<file path="src/rtl/axi_protocol_monitor.sv">
// Passive AXI4 checker: payload stability, VALID retraction, LAST position, orphan and
// overflow detection with sticky flags, first-error code and saturating error counter.
module axi_protocol_monitor #(
    parameter int unsigned ID_WIDTH        = 4,
    parameter int unsigned ADDR_WIDTH      = 32,
    parameter int unsigned DATA_WIDTH      = 32,
    parameter int unsigned LEN_WIDTH       = 8,
    parameter int unsigned MAX_OUTSTANDING = 8,
    parameter int unsigned ERR_CNT_WIDTH   = 16
) (
    input  logic                                 clk,
    input  logic                                 rst_n,
    input  logic [ID_WIDTH-1:0]                  awid,
    input  logic [ADDR_WIDTH-1:0]                awaddr,
    input  logic [LEN_WIDTH-1:0]                 awlen,
    input  logic [2:0]                           awsize,
    input  logic [1:0]                           awburst,
    input  logic                                 awvalid,
    input  logic                                 awready,
    input  logic [DATA_WIDTH-1:0]                wdata,
    input  logic [DATA_WIDTH/8-1:0]              wstrb,
    input  logic                                 wlast,
    input  logic                                 wvalid,
    input  logic                                 wready,
    input  logic [ID_WIDTH-1:0]                  bid,
    input  logic [1:0]                           bresp,
    input  logic                                 bvalid,
    input  logic                                 bready,
    input  logic [ID_WIDTH-1:0]                  arid,
    input  logic [ADDR_WIDTH-1:0]                araddr,
    input  logic [LEN_WIDTH-1:0]                 arlen,
    input  logic [2:0]                           arsize,
    input  logic [1:0]                           arburst,
    input  logic                                 arvalid,
    input  logic                                 arready,
    input  logic [ID_WIDTH-1:0]                  rid,
    input  logic [DATA_WIDTH-1:0]                rdata,
    input  logic [1:0]                           rresp,
    input  logic                                 rlast,
    input  logic                                 rvalid,
    input  logic                                 rready,
    input  logic                                 clr,
    output logic [7:0]                           err_vec,
    output logic                                 err_first_valid,
    output logic [2:0]                           err_first_code,
    output logic [ERR_CNT_WIDTH-1:0]             err_cnt,
    output logic [$clog2(MAX_OUTSTANDING)+1:0]   wr_outstanding,
    output logic [$clog2(MAX_OUTSTANDING):0]     rd_outstanding
);

    localparam int unsigned PW  = $clog2(MAX_OUTSTANDING);
    localparam int unsigned CW  = PW + 1;
    localparam int unsigned AXW = ID_WIDTH + ADDR_WIDTH + LEN_WIDTH + 5;
    localparam int unsigned WXW = DATA_WIDTH + DATA_WIDTH / 8 + 1;
    localparam logic [CW-1:0] FULL = CW'(MAX_OUTSTANDING);

    logic aw_hs, w_hs, b_hs, ar_hs, r_hs;
    logic [AXW-1:0] aw_pl, aw_pl_q, ar_pl, ar_pl_q;
    logic [WXW-1:0] w_pl, w_pl_q;
    logic aw_stall_q, w_stall_q, b_stall_q, ar_stall_q, r_stall_q;

    logic [LEN_WIDTH-1:0] aw_mem [MAX_OUTSTANDING];
    logic [LEN_WIDTH-1:0] ar_mem [MAX_OUTSTANDING];
    logic [PW-1:0]        aw_wptr_q, aw_rptr_q, ar_wptr_q, ar_rptr_q;
    logic [CW-1:0]        aw_cnt_q, aw_cnt_d, ar_cnt_q, ar_cnt_d, b_pend_q, b_pend_d;
    logic [LEN_WIDTH-1:0] wcnt_q, wcnt_d, rcnt_q, rcnt_d, w_head, r_head;

    logic aw_empty, aw_full, w_tracked, w_pop, aw_push, aw_ovf, b_dec;
    logic ar_empty, ar_full, r_tracked, r_pop, ar_push, ar_ovf;

    logic [7:0]               new_err, vec_base, err_vec_d;
    logic [2:0]               new_code, code_base, code_d;
    logic                     fv_base, fv_d;
    logic [ERR_CNT_WIDTH-1:0] cnt_base, cnt_d;

    logic unused_sig;
    assign unused_sig = ^{bid, bresp, rid, rdata, rresp};

    assign aw_hs = awvalid & awready;
    assign w_hs  = wvalid & wready;
    assign b_hs  = bvalid & bready;
    assign ar_hs = arvalid & arready;
    assign r_hs  = rvalid & rready;

    assign aw_pl = {awid, awaddr, awlen, awsize, awburst};
    assign ar_pl = {arid, araddr, arlen, arsize, arburst};
    assign w_pl  = {wdata, wstrb, wlast};

    // Write side: a first W beat may pair with an AW accepted in the same cycle.
    assign aw_empty  = (aw_cnt_q == '0);
    assign aw_full   = (aw_cnt_q == FULL);
    assign w_head    = aw_empty ? awlen : aw_mem[aw_rptr_q];
    assign w_tracked = w_hs & (~aw_empty | aw_hs);
    assign w_pop     = w_tracked & wlast;
    assign b_dec     = b_hs & (b_pend_q != '0);
    assign aw_push   = aw_hs & (~aw_full | w_pop);
    assign aw_ovf    = aw_hs & aw_full & (~w_pop | ((b_pend_q == FULL) & ~b_dec));

    assign ar_empty  = (ar_cnt_q == '0);
    assign ar_full   = (ar_cnt_q == FULL);
    assign r_head    = ar_mem[ar_rptr_q];
    assign r_tracked = r_hs & ~ar_empty;
    assign r_pop     = r_tracked & rlast;
    assign ar_push   = ar_hs & (~ar_full | r_pop);
    assign ar_ovf    = ar_hs & ar_full & ~r_pop;

    always_comb begin
        new_err    = '0;
        new_err[0] = aw_stall_q & (aw_pl != aw_pl_q);
        new_err[1] = w_stall_q & (w_pl != w_pl_q);
        new_err[2] = ar_stall_q & (ar_pl != ar_pl_q);
        new_err[3] = (aw_stall_q & ~awvalid) | (w_stall_q & ~wvalid) | (b_stall_q & ~bvalid) |
                     (ar_stall_q & ~arvalid) | (r_stall_q & ~rvalid);
        new_err[4] = w_tracked & (wlast != (wcnt_q == w_head));
        new_err[5] = r_tracked & (rlast != (rcnt_q == r_head));
        new_err[6] = (w_hs & aw_empty & ~aw_hs) | (b_hs & (b_pend_q == '0)) | (r_hs & ar_empty);
        new_err[7] = aw_ovf | ar_ovf;
    end

    always_comb begin
        new_code = 3'd0;
        for (int i = 7; i >= 0; i--) begin
            if (new_err[i]) new_code = 3'(i);
        end
    end

    always_comb begin
        aw_cnt_d = aw_cnt_q;
        if (aw_push && !w_pop)      aw_cnt_d = aw_cnt_q + CW'(1);
        else if (!aw_push && w_pop) aw_cnt_d = aw_cnt_q - CW'(1);

        ar_cnt_d = ar_cnt_q;
        if (ar_push && !r_pop)      ar_cnt_d = ar_cnt_q + CW'(1);
        else if (!ar_push && r_pop) ar_cnt_d = ar_cnt_q - CW'(1);

        b_pend_d = b_pend_q;
        if (w_pop && !b_dec) begin
            if (b_pend_q != FULL) b_pend_d = b_pend_q + CW'(1);
        end else if (!w_pop && b_dec) begin
            b_pend_d = b_pend_q - CW'(1);
        end

        wcnt_d = wcnt_q;
        if (w_pop)                           wcnt_d = '0;
        else if (w_tracked && wcnt_q != '1)  wcnt_d = wcnt_q + LEN_WIDTH'(1);

        rcnt_d = rcnt_q;
        if (r_pop)                           rcnt_d = '0;
        else if (r_tracked && rcnt_q != '1)  rcnt_d = rcnt_q + LEN_WIDTH'(1);
    end

    // Clear first, then this cycle's violations land on top.
    always_comb begin
        vec_base  = clr ? '0 : err_vec;
        fv_base   = clr ? 1'b0 : err_first_valid;
        code_base = clr ? 3'd0 : err_first_code;
        cnt_base  = clr ? '0 : err_cnt;
        err_vec_d = vec_base | new_err;
        fv_d      = fv_base;
        code_d    = code_base;
        cnt_d     = cnt_base;
        if (|new_err) begin
            if (!fv_base) begin
                fv_d   = 1'b1;
                code_d = new_code;
            end
            if (cnt_base != '1) cnt_d = cnt_base + ERR_CNT_WIDTH'(1);
        end
    end

    always_ff @(posedge clk) begin
        if (aw_push) aw_mem[aw_wptr_q] <= awlen;
        if (ar_push) ar_mem[ar_wptr_q] <= arlen;
    end

    always_ff @(posedge clk or negedge rst_n) begin
        if (!rst_n) begin
            aw_stall_q      <= 1'b0;
            w_stall_q       <= 1'b0;
            b_stall_q       <= 1'b0;
            ar_stall_q      <= 1'b0;
            r_stall_q       <= 1'b0;
            aw_pl_q         <= '0;
            w_pl_q          <= '0;
            ar_pl_q         <= '0;
            aw_wptr_q       <= '0;
            aw_rptr_q       <= '0;
            ar_wptr_q       <= '0;
            ar_rptr_q       <= '0;
            aw_cnt_q        <= '0;
            ar_cnt_q        <= '0;
            b_pend_q        <= '0;
            wcnt_q          <= '0;
            rcnt_q          <= '0;
            err_vec         <= '0;
            err_first_valid <= 1'b0;
            err_first_code  <= '0;
            err_cnt         <= '0;
        end else begin
            aw_stall_q      <= awvalid & ~awready;
            w_stall_q       <= wvalid & ~wready;
            b_stall_q       <= bvalid & ~bready;
            ar_stall_q      <= arvalid & ~arready;
            r_stall_q       <= rvalid & ~rready;
            aw_pl_q         <= aw_pl;
            w_pl_q          <= w_pl;
            ar_pl_q         <= ar_pl;
            if (aw_push) aw_wptr_q <= aw_wptr_q + PW'(1);
            if (w_pop)   aw_rptr_q <= aw_rptr_q + PW'(1);
            if (ar_push) ar_wptr_q <= ar_wptr_q + PW'(1);
            if (r_pop)   ar_rptr_q <= ar_rptr_q + PW'(1);
            aw_cnt_q        <= aw_cnt_d;
            ar_cnt_q        <= ar_cnt_d;
            b_pend_q        <= b_pend_d;
            wcnt_q          <= wcnt_d;
            rcnt_q          <= rcnt_d;
            err_vec         <= err_vec_d;
            err_first_valid <= fv_d;
            err_first_code  <= code_d;
            err_cnt         <= cnt_d;
        end
    end

    assign wr_outstanding = {1'b0, aw_cnt_q} + {1'b0, b_pend_q};
    assign rd_outstanding = ar_cnt_q;

`ifndef SYNTHESIS
    x_on_handshake: assert property (@(posedge clk) disable iff (!rst_n)
        !$isunknown({awvalid, awready, wvalid, wready, bvalid, bready,
                     arvalid, arready, rvalid, rready}));
`endif

endmodule

</file>
<file path="config.mk">
export PLATFORM = sky130hd
export DESIGN_NAME = axi_protocol_monitor
export DESIGN_NICKNAME = d
export VERILOG_FILES = /design/src/rtl/axi_protocol_monitor.sv
export SDC_FILE = /design/constraint.sdc
export NUM_CORES = 1
export LEC_CHECK = 0
export BUFFER_PORTS_ARGS = -buffer_cell sky130_fd_sc_hd__clkbuf_2
export CORE_ASPECT_RATIO = 1.2
export CORE_MARGIN = 2
export CORE_UTILIZATION = 51
export DETAILED_ROUTE_END_ITERATION = 8
export PLACE_DENSITY_LB_ADDON = 0.15
export SLEW_MARGIN = 20
export SYNTH_ARGS = -nofsm -noshare
export SYNTH_HDL_FRONTEND = slang
export SYNTH_SLANG_ARGS = --single-unit
</file>
<file path="constraint.sdc">
create_clock -name clk -period 4.49 [get_ports clk]
set_input_delay 0.6735 -clock clk [delete_from_list [all_inputs] [get_ports clk]]
set_output_delay 0.6735 -clock clk [all_outputs]
set_load 0.01 [all_outputs]
</file>
==> results.py, run 1 <==
metrics = {
    "pwr": {
        "power.leakage_nw": 6.88,
        "internal-power_mw": 6.25,
        "clkPwrFrac_pct": 32.7,
        "p_total_mw": 8.81,
        "vdd_drop_max_uv": 360,
        "p_per_area_mw_per_mm2": 530,
        "pwr-share-comb_pct": 23.3,
        "p_sw_share_pct": 29.1,
        "pwr-share-seq_pct": 44.0,
        "p_sw_mw": 2.56,
    },
    "worst_setup_path": {
        "cp.depth": 11,
        "timing.rr.start": "ar_rptr_q[1]",
        "crit_family": "multiplexers",
        "cp-start-kind": "flip-flop",
        "required_ns": 4.89,
        "crit_path_end": "err_cnt[6]",
        "cp_num_buf_inv": 1,
        "worstPathArrival_ns": 4.31,
        "crit_chain": "mux4_2, mux2i_1, xor2_1, nand4_1, nor4_2, mux2i_1, nand3_2, nor4b_4, buf_4, nor3_2, mux2_4",
        "cpPeakStageDelay_ns": 0.72,
        "end_kind": "flip-flop",
        "path_class": "flip-flop to flip-flop",
        "crit_start": "ar_rptr_q[1]",
        "crit_top_cell": "mux2i_1",
        "crit_slowest_cell": "dfrtp_1",
        "rr_worst_depth": 11,
        "timing.rr.end": "err_cnt[6]",
        "rrSetupSlack_ns": 0.57,
        "path_max_fanout": 16,
    },
    "clock_network": {
        "cts_resized": 0,
        "clk_pin_slew_worst_paths_ns": 0.06,
        "clock_sinks": 336,
        "cts_buffers": 35,
        "cts_tree": "built",
        "htree_levels": 2,
        "cts_root_buf": "clkbuf_16",
        "clock_path_buffers": 3,
        "cts_hold_buf": 0,
        "cts_setup_buffers": 0,
        "clk_latency_ns": 0.52,
    },
    "global_route": {
        "grt-ovfl-total": 0,
        "grt_pass1_vias": 8540,
        "grt_max_degree": 119,
        "grt_pass1_wl_microns": 45300,
        "grt_usage_pct": 20.2,
        "antenna_found_initial": 2,
    },
    "yosys": {
        "synth_flop_cell": "dfrtp_1",
        "synth_cell_type_count": 56,
        "synth_top_area_share_pct": 37.1,
        "yosys_warnings": 0,
        "syn_avg_cell_area_sq_um": 14.4,
        "async_reset_ff_share_pct": 61.9,
        "synthCells": 974,
        "ys_seq_area_share_pct": 64.5,
        "ys_seq_elements": 336,
        "syn_area_sq_mm": 0.0140,
        "synth_top_cell_by_area": "dfrtp_1",
        "synth_fp_nets": 1190,
        "synthTopCellsByArea": "dfrtp_1 (37%), edfxtp_1 (27%), xnor2_1 (7.3%)",
        "synth-edff-count": 128,
    },
    "die": {
        "pin_count": 230,
        "start_util_pct": 51.8,
        "row_count": 66,
        "die_h_microns": 186,
        "die_w_microns": 155,
        "dieArea_sq_mm": 0.0288,
        "core_area_sq_mm": 0.0271,
    },
    "final_layout": {
        "mostFrequentLayoutCell": "dfrtp_1",
        "mostFrequentLayoutCells": "dfrtp_1 (208), clkbuf_2 (184), edfxtp_1 (128)",
        "final_util_pct": 61.3,
        "final_cell_count_no_fill": 1570,
        "finalNetCount": 1418,
        "drive_gt1_share_pct": 25.6,
        "area_growth_pct": 18.4,
    },
    "placement": {
        "port_buffers": 185,
        "gp_routability_congestion": 0.792,
        "post-place-cells": 1505,
        "dp_hpwl_microns": 20100,
    },
    "routing": {
        "firstDrtPassIters": 4,
        "remaining_drc_errors": 0,
        "vias_per_cell": 5.27,
        "drtAntennaViolNets": 0,
        "avgRoutedWirePerCell_microns": 17.8,
        "wirelength_microns": 27900,
        "drt_iter0_markers": 483,
        "num_vias": 8281,
    },
    "run_status": {
        "status": "finished, final reports clean",
    },
    "timing": {
        "max_freq_mhz": 255,
        "worst_slew_pin_slew_ns": 0.987,
        "fin_crit_sh_pct": 87.2,
        "slew_violations": 0,
        "rsz0062_at_grt": "no",
        "finClkSkew_ns": 0.0152,
        "relSlewSlack_pct": 34.2,
        "setup_violations": 0,
        "worst_hold_slack_ns": 0.169,
        "period_needed_ns": 3.92,
        "fin_setup_tns_ns": 0,
        "hold_viol_final": 0,
    },
    "job": {
        "maxCapViolCount": 0,
    },
    "worst_hold_path": {
        "hold_path_class": "primary input to asynchronous set/reset pin",
    },
}
==> layout make-up <==
| class | count | area [sq um] |
|---|---|---|
| Sequential cell | 336 | 9050 |
| Clock inverter | 14 | 148 |
| Timing Repair Buffer | 213 | 1150 |
| Inverter | 26 | 97.6 |
| Antenna cell | 1 | 2.50 |
| Tap cell | 340 | 425 |
| Fill cell | 2135 | 10500 |
| Multi-Input combinational cell | 590 | 4720 |
| Clock buffer | 50 | 1010 |
==> logic make-up (layout without fill, tap and decap cells) <==
logic type,count (synthesis),after routing,synth area share [%]
and+or+nand+nor,225,225,8.63
muxes,68,68,7.06
buffers and inverters,48,303,1.78
other,0,1,0
xor gates and xnor gates,194,194,12.1
adders and majority gates,23,23,2.27
AOI/OAI and AO/OA,80,80,3.61
DFF,336,336,64.5
==> metrics by stage <==
| stage | cell area [sq um] | setup slack, ns |
|---|---|---|
| after detailed placement | 15400 | 0.495 |
| final | 16600 | 0.574 |
| after CTS | 16600 | 0.487 |
| after global routing | 16600 | 0.233 |
| after floorplan | 14000 | 1.27 |
| after global placement | 15400 | 0.577 |
==> Yosys cell counts (all sizes together) (4+ instances only) <==
master,instances
a31oi,5
a21o,6
nand2,45
inv,26
or3,8
nor2,43
xor2,77
nand3,17
mux4,23
nor2b,9
and3,5
mux2,14
mux2i,31
o22ai,6
or4,4
buf,13
edfxtp,128
clkbuf,9
nand2b,11
nor4,21
o21ai,23
nand4,35
fa,4
xnor2,117
dfrtp,208
a21oi,18
nor3,16
ha,19
==> flip-flops by register name (all words and copies together) (netlist names) <==
register and cells:
b_stall_q 1, wcnt_q 8, aw_pl_q 49, b_pend_q 4, err_vec 8, ar_rptr_q 3
err_cnt 16, ar_pl_q 49, w_stall_q 1, aw_stall_q 1, rd_outstanding 4, w_pl_q 37
ar_mem 64, rcnt_q 8, ar_wptr_q 3, aw_cnt_q 4, err_first_code 3, err_first_valid 1
aw_rptr_q 3, r_stall_q 1, ar_stall_q 1, aw_wptr_q 3, aw_mem 64
==> worst reg2reg max path: cells and delay by family (launching register included) <==
kind	cells	cell delay, ns
buffers and inverters	1	0.28
and+or+nand+nor	5	1.00
DFF	1	0.72
xor gates and xnor gates	1	0.17
muxes	4	1.65
==> how the worst min path moves through the flow <==
| stage | startpoint | to | slack [ns] |
|---|---|---|---|
| final | rst_n | ar_pl_q[29] | 0.17 |
| after global routing | rst_n | ar_pl_q[30] | 0.26 |
| after floorplan | rst_n | ar_pl_q[0] | 0.38 |
| after CTS | arsize[2] | ar_pl_q[4] | 0.27 |
| after global placement | ar_rptr_q[2] | ar_rptr_q[2] | 0.46 |
| after detailed placement | ar_rptr_q[2] | ar_rptr_q[2] | 0.47 |
==> metal layers <==
layer | vias to the layer above | global-route usage, % | wire (microns)
met5 | - | 0 | 13
met4 | 2 | 7.38 | 854
met3 | 59 | 3.89 | 1210
met2 | 146 | 36.0 | 14600
met1 | 4087 | 24.4 | 11300
li1 | 3987 | - | -
==> power by group through the flow <==
stage	logic (mW)	registers [mW]	clock network [mW]
after global routing	2.29	3.93	3.09
after detailed placement	2.09	3.93	0
final	2.05	3.87	2.88
after floorplan	1.56	3.81	0
after global placement	2.06	3.93	0
after CTS	2.10	3.88	2.95
Power figures use the tool's default switching activity.
==> run 2: changes to the inputs <==
- MAX_ROUTING_LAYER: not set -> met4
==> run 2 against run 1 <==
Effect of this change: register-to-register slack about the same; routed wire length increased by 0.26%; critical endpoint unchanged; worst hold slack improved by 0.11 ns.
==> results.py, run 2 (synthesis results as in run 1) <==
metrics = {
    "run_status": {
        "status": "finished, final reports clean",
    },
    "clock_network": {
        "clock_sinks": 336,
        "cts_hold_buf": 0,
        "cts_setup_buffers": 0,
        "cts_root_buf": "clkbuf_16",
        "htree_levels": 2,
        "clock_path_buffers": 3,
        "clk_pin_slew_worst_paths_ns": 0.06,
        "cts_buffers": 35,
        "cts_resized": 0,
        "cts_tree": "built",
        "clk_latency_ns": 0.52,
    },
    "worst_setup_path": {
        "crit_chain": "mux4_2, mux2i_1, xor2_1, nand4_1, nor4_2, mux2i_1, nand3_2, nor4b_4, buf_4, nor3_2, mux2_4",
        "path_max_fanout": 16,
        "crit_family": "multiplexers",
        "cp_num_buf_inv": 1,
        "rr_worst_depth": 11,
        "timing.rr.end": "err_cnt[6]",
        "cp-start-kind": "flip-flop",
        "crit_top_cell": "mux2i_1",
        "cpPeakStageDelay_ns": 0.72,
        "timing.rr.start": "ar_rptr_q[1]",
        "crit_slowest_cell": "dfrtp_1",
        "cp.depth": 11,
        "crit_start": "ar_rptr_q[1]",
        "rrSetupSlack_ns": 0.59,
        "worstPathArrival_ns": 4.30,
        "crit_path_end": "err_cnt[6]",
        "end_kind": "flip-flop",
        "path_class": "flip-flop to flip-flop",
        "required_ns": 4.89,
    },
    "timing": {
        "period_needed_ns": 3.90,
        "relSlewSlack_pct": 46.0,
        "worst_hold_slack_ns": 0.283,
        "setup_violations": 0,
        "max_freq_mhz": 256,
        "slew_violations": 0,
        "hold_viol_final": 0,
        "fin_ws_ns": 0.586,
        "fin_crit_sh_pct": 86.9,
        "worst_slew_pin_slew_ns": 0.807,
        "fin_setup_tns_ns": 0,
        "finClkSkew_ns": 0.0140,
        "rsz0062_at_grt": "no",
    },
    "placement": {
        "gp_routability_congestion": 0.803,
        "port_buffers": 185,
        "dp_hpwl_microns": 20100,
        "place_area_sq_mm": 0.0154,
        "post-place-cells": 1505,
        "post-place-ws_ns": 0.495,
    },
    "global_route": {
        "grt-ovfl-total": 0,
        "grt_pass1_wl_microns": 45300,
        "grt_max_degree": 119,
        "grt_usage_pct": 20.8,
        "antenna_found_initial": 2,
        "grt_pass1_vias": 8507,
    },
    "final_layout": {
        "seq_area_sq_mm": 0.00905,
        "finalNetCount": 1420,
        "mostFrequentLayoutCell": "dfrtp_1",
        "top_regs": "ar_mem (64), aw_mem (64)",
        "drive_gt1_share_pct": 25.7,
        "mostFrequentLayoutCells": "dfrtp_1 (208), clkbuf_2 (184), edfxtp_1 (128)",
        "multi_input_area_sq_mm": 0.00472,
        "finalInstanceArea_sq_mm": 0.0166,
        "final_cell_count_no_fill": 1573,
        "area_growth_pct": 18.7,
        "final_util_pct": 61.5,
        "fill_cells": 2130,
    },
    "die": {
        "start_util_pct": 51.8,
        "row_count": 66,
        "die_h_microns": 186,
        "dieArea_sq_mm": 0.0288,
        "core_area_sq_mm": 0.0271,
        "pin_count": 230,
        "die_w_microns": 155,
    },
    "pwr": {
        "p_per_area_mw_per_mm2": 529,
        "power.leakage_nw": 6.90,
        "p_total_mw": 8.81,
        "vdd_drop_max_uv": 359,
    },
    "routing": {
        "wirelength_microns": 28000,
        "drt_iter0_markers": 491,
        "drtAntennaViolNets": 0,
        "vias_per_cell": 5.28,
        "firstDrtPassIters": 4,
        "remaining_drc_errors": 0,
        "avgRoutedWirePerCell_microns": 17.8,
        "num_vias": 8301,
    },
    "worst_hold_path": {
        "min_delay_path_depth": 1,
        "hold_path_class": "primary input to flip-flop",
    },
    "job": {
        "maxCapViolCount": 0,
    },
}
[run 2: how the worst min path moves through the flow]
stage / start / end
2_1_floorplan: rst_n / ar_pl_q[0]
3_3_place_gp: ar_rptr_q[2] / ar_rptr_q[2]
3_5_place_dp: ar_rptr_q[2] / ar_rptr_q[2]
4_1_cts: arsize[2] / ar_pl_q[4]
5_1_grt: arsize[2] / ar_pl_q[4]
6_report: araddr[1] / ar_pl_q[14]
[run 2: layout make-up]
type                            instances  area share [%]
Antenna cell                            2          0.0301
Inverter                               26           0.586
Tap cell                              340            2.56
Multi-Input combinational cell        590            28.4
Sequential cell                       336            54.4
Clock buffer                           50            6.10
Clock inverter                         14           0.887
Timing Repair Buffer                  215            7.11
[run 2: report_power, final]
group	switching, mW	internal, mW	leakage (nW)
Sequential	0.356	3.52	3.66
Combinational	1.02	1.03	2.67
Clock	1.18	1.71	0.567
[run 2: metal layers]
layer  part of all wire [%]  vias to the layer above  track usage, %
met5                      0                        -               -
met4                    3.0                        0            7.38
met3                    4.0                       58            3.56
met2                     52                      147            35.8
met1                     41                     4101            24.9
li1                       -                     3995               -
==> run 3: changes to the inputs <==
- CORE_UTILIZATION: 51 -> 30
==> run 3 against run 2 <==
Effect of this change: clock power rose by 20%; via count fell by 0.66%; core utilization decreased by 24 points; setup slack improved by 0.19 ns; non-clock buffer count unchanged; routed wire length rose by 15%; largest cell class unchanged.
==> results.py, run 3 (synthesis results as in run 1) <==
metrics = {
    "worst_setup_path": {
        "required_ns": 4.91,
        "path_class": "flip-flop to flip-flop",
        "cp-start-kind": "flip-flop",
        "end_kind": "flip-flop",
        "rrSetupSlack_ns": 0.78,
        "worstPathArrival_ns": 4.13,
        "path_max_fanout": 20,
    },
    "global_route": {
        "grt_max_degree": 121,
        "grt_usage_pct": 14.0,
        "antenna_found_initial": 2,
        "grt_pass1_vias": 8758,
        "grt-ovfl-total": 0,
        "grt_pass1_wl_microns": 50500,
    },
    "timing": {
        "fin_ws_ns": 0.781,
        "rsz0062_at_grt": "no",
        "setup_violations": 0,
        "period_needed_ns": 3.71,
        "fin_crit_sh_pct": 82.6,
        "fin_setup_tns_ns": 0,
        "finClkSkew_ns": 0.0195,
        "hold_viol_final": 0,
        "relSlewSlack_pct": 35.2,
        "worst_slew_pin_slew_ns": 0.972,
        "slew_violations": 0,
        "max_freq_mhz": 270,
    },
    "final_layout": {
        "area_growth_pct": 22.9,
        "top_regs": "ar_mem (64), aw_mem (64)",
        "mostFrequentLayoutCell": "dfrtp_1",
        "finalInstanceArea_sq_mm": 0.0172,
        "drive_gt1_share_pct": 26.3,
        "mostFrequentLayoutCells": "dfrtp_1 (208), clkbuf_2 (184), edfxtp_1 (128)",
        "finalNetCount": 1424,
        "final_cell_count_no_fill": 1856,
    },
    "die": {
        "dieArea_sq_mm": 0.0485,
        "die_h_microns": 241,
        "die_w_microns": 201,
        "core_area_sq_mm": 0.0461,
        "pin_count": 230,
        "start_util_pct": 30.4,
        "row_count": 86,
    },
    "clock_network": {
        "clk_pin_slew_worst_paths_ns": 0.06,
        "cts_root_buf": "clkbuf_16",
        "cts_resized": 0,
        "htree_levels": 2,
        "clk_latency_ns": 0.55,
        "clock_sinks": 336,
        "cts_hold_buf": 0,
        "cts_buffers": 39,
        "clock_path_buffers": 3,
        "cts_tree": "built",
        "cts_setup_buffers": 0,
    },
    "placement": {
        "place_area_sq_mm": 0.0158,
        "gp_routability_congestion": 0.763,
        "port_buffers": 185,
        "dp_hpwl_microns": 23000,
        "post-place-cells": 1783,
        "post-place-ws_ns": 0.668,
    },
    "pwr": {
        "p_total_mw": 9.46,
        "power.leakage_nw": 7.01,
        "p_per_area_mw_per_mm2": 549,
        "vdd_drop_max_uv": 284,
    },
    "routing": {
        "top_layer_used": "met4",
        "wirelength_microns": 32200,
        "drtAntennaViolNets": 0,
        "drt-met1-wl_microns": 13500,
        "remaining_drc_errors": 0,
        "drt_iter0_markers": 360,
        "vias_per_cell": 4.44,
        "firstDrtPassIters": 5,
        "wl_met2_microns": 16400,
        "avgRoutedWirePerCell_microns": 17.4,
        "wl_met3_microns": 1410,
        "num_vias": 8246,
    },
    "run_status": {
        "status": "finished, final reports clean",
    },
    "worst_hold_path": {
        "hold_path_class": "primary input to asynchronous set/reset pin",
    },
    "job": {
        "maxCapViolCount": 0,
    },
}
==> run 3: cell types whose count changed in the layout (fill, tap and decap cells not counted) <==
cell	previous run	this run
bufinv_16	2	8
buf_4	28	30
clkbuf_16	37	39
clkinvlp_4	2	3
clkinv_2	6	3
clkbuf_8	4	6
dlygate4sd3_1	1	0
clkinv_1	0	2
clkinv_4	2	3
clkinv_8	1	2
inv_6	1	0
buf_16	1	0
clkbuf_1	9	5
==> run 3: worst paths after layout <==
check                              from          end  depth (start not counted)
min in group clk             awaddr[25]  aw_pl_q[38]                          1
min                               rst_n   w_pl_q[35]                          1
max reg2reg                ar_rptr_q[2]   err_cnt[4]                         12
max                        ar_rptr_q[2]   err_cnt[4]                         12
min reg2reg                  err_vec[1]   err_vec[1]                          1
max in group asynchronous         rst_n  aw_pl_q[21]                          2
==> run 3: critical path: stages (launching register included) <==
cell      delay (ns)
dfrtp_1         0.41
buf_4           0.34
mux2_2          0.38
o22ai_1         0.27
or3_1           0.16
nand3_1         0.08
nor4_2          0.36
mux2i_1         0.47
nand3_2         0.16
nor4b_4         0.39
buf_4           0.28
o311ai_0        0.16
o41ai_1         0.11
==> run 3: per-layer routing <==
layer / global-route usage (%) / vias up
met1: 16.5 / 4054
met4: 4.75 / 0
met2: 23.8 / 153
met5: - / -
li1: - / 3984
met3: 3.15 / 55
==> run 3: power breakdown <==
group	total [mW]	internal [mW]	switching, mW
Combinational	2.14	1.03	1.11
Clock	3.47	2.17	1.30
Sequential	3.85	3.52	0.336
Total	9.46	6.71	2.75
==> run 3: cell type report <==
type                    count  area, sq um
clock inverters            21          344
multi-input cells         590         4720
well taps                 616          771
repair buffers            215         1160
clock buffers              50         1080
fillers                  4507        28800
inverters                  26         97.6
flip-flops and latches    336         9050
diodes                      2         5.00
==> run 3: stage by stage <==
step / hold slack [ns] / util (%)
after floorplan: 0.378 / -
after global placement: 0.469 / 34.3
after detailed placement: 0.472 / 34.3
after CTS: 0.215 / 37.4
after global routing: 0.224 / 37.4
final: 0.226 / 37.4
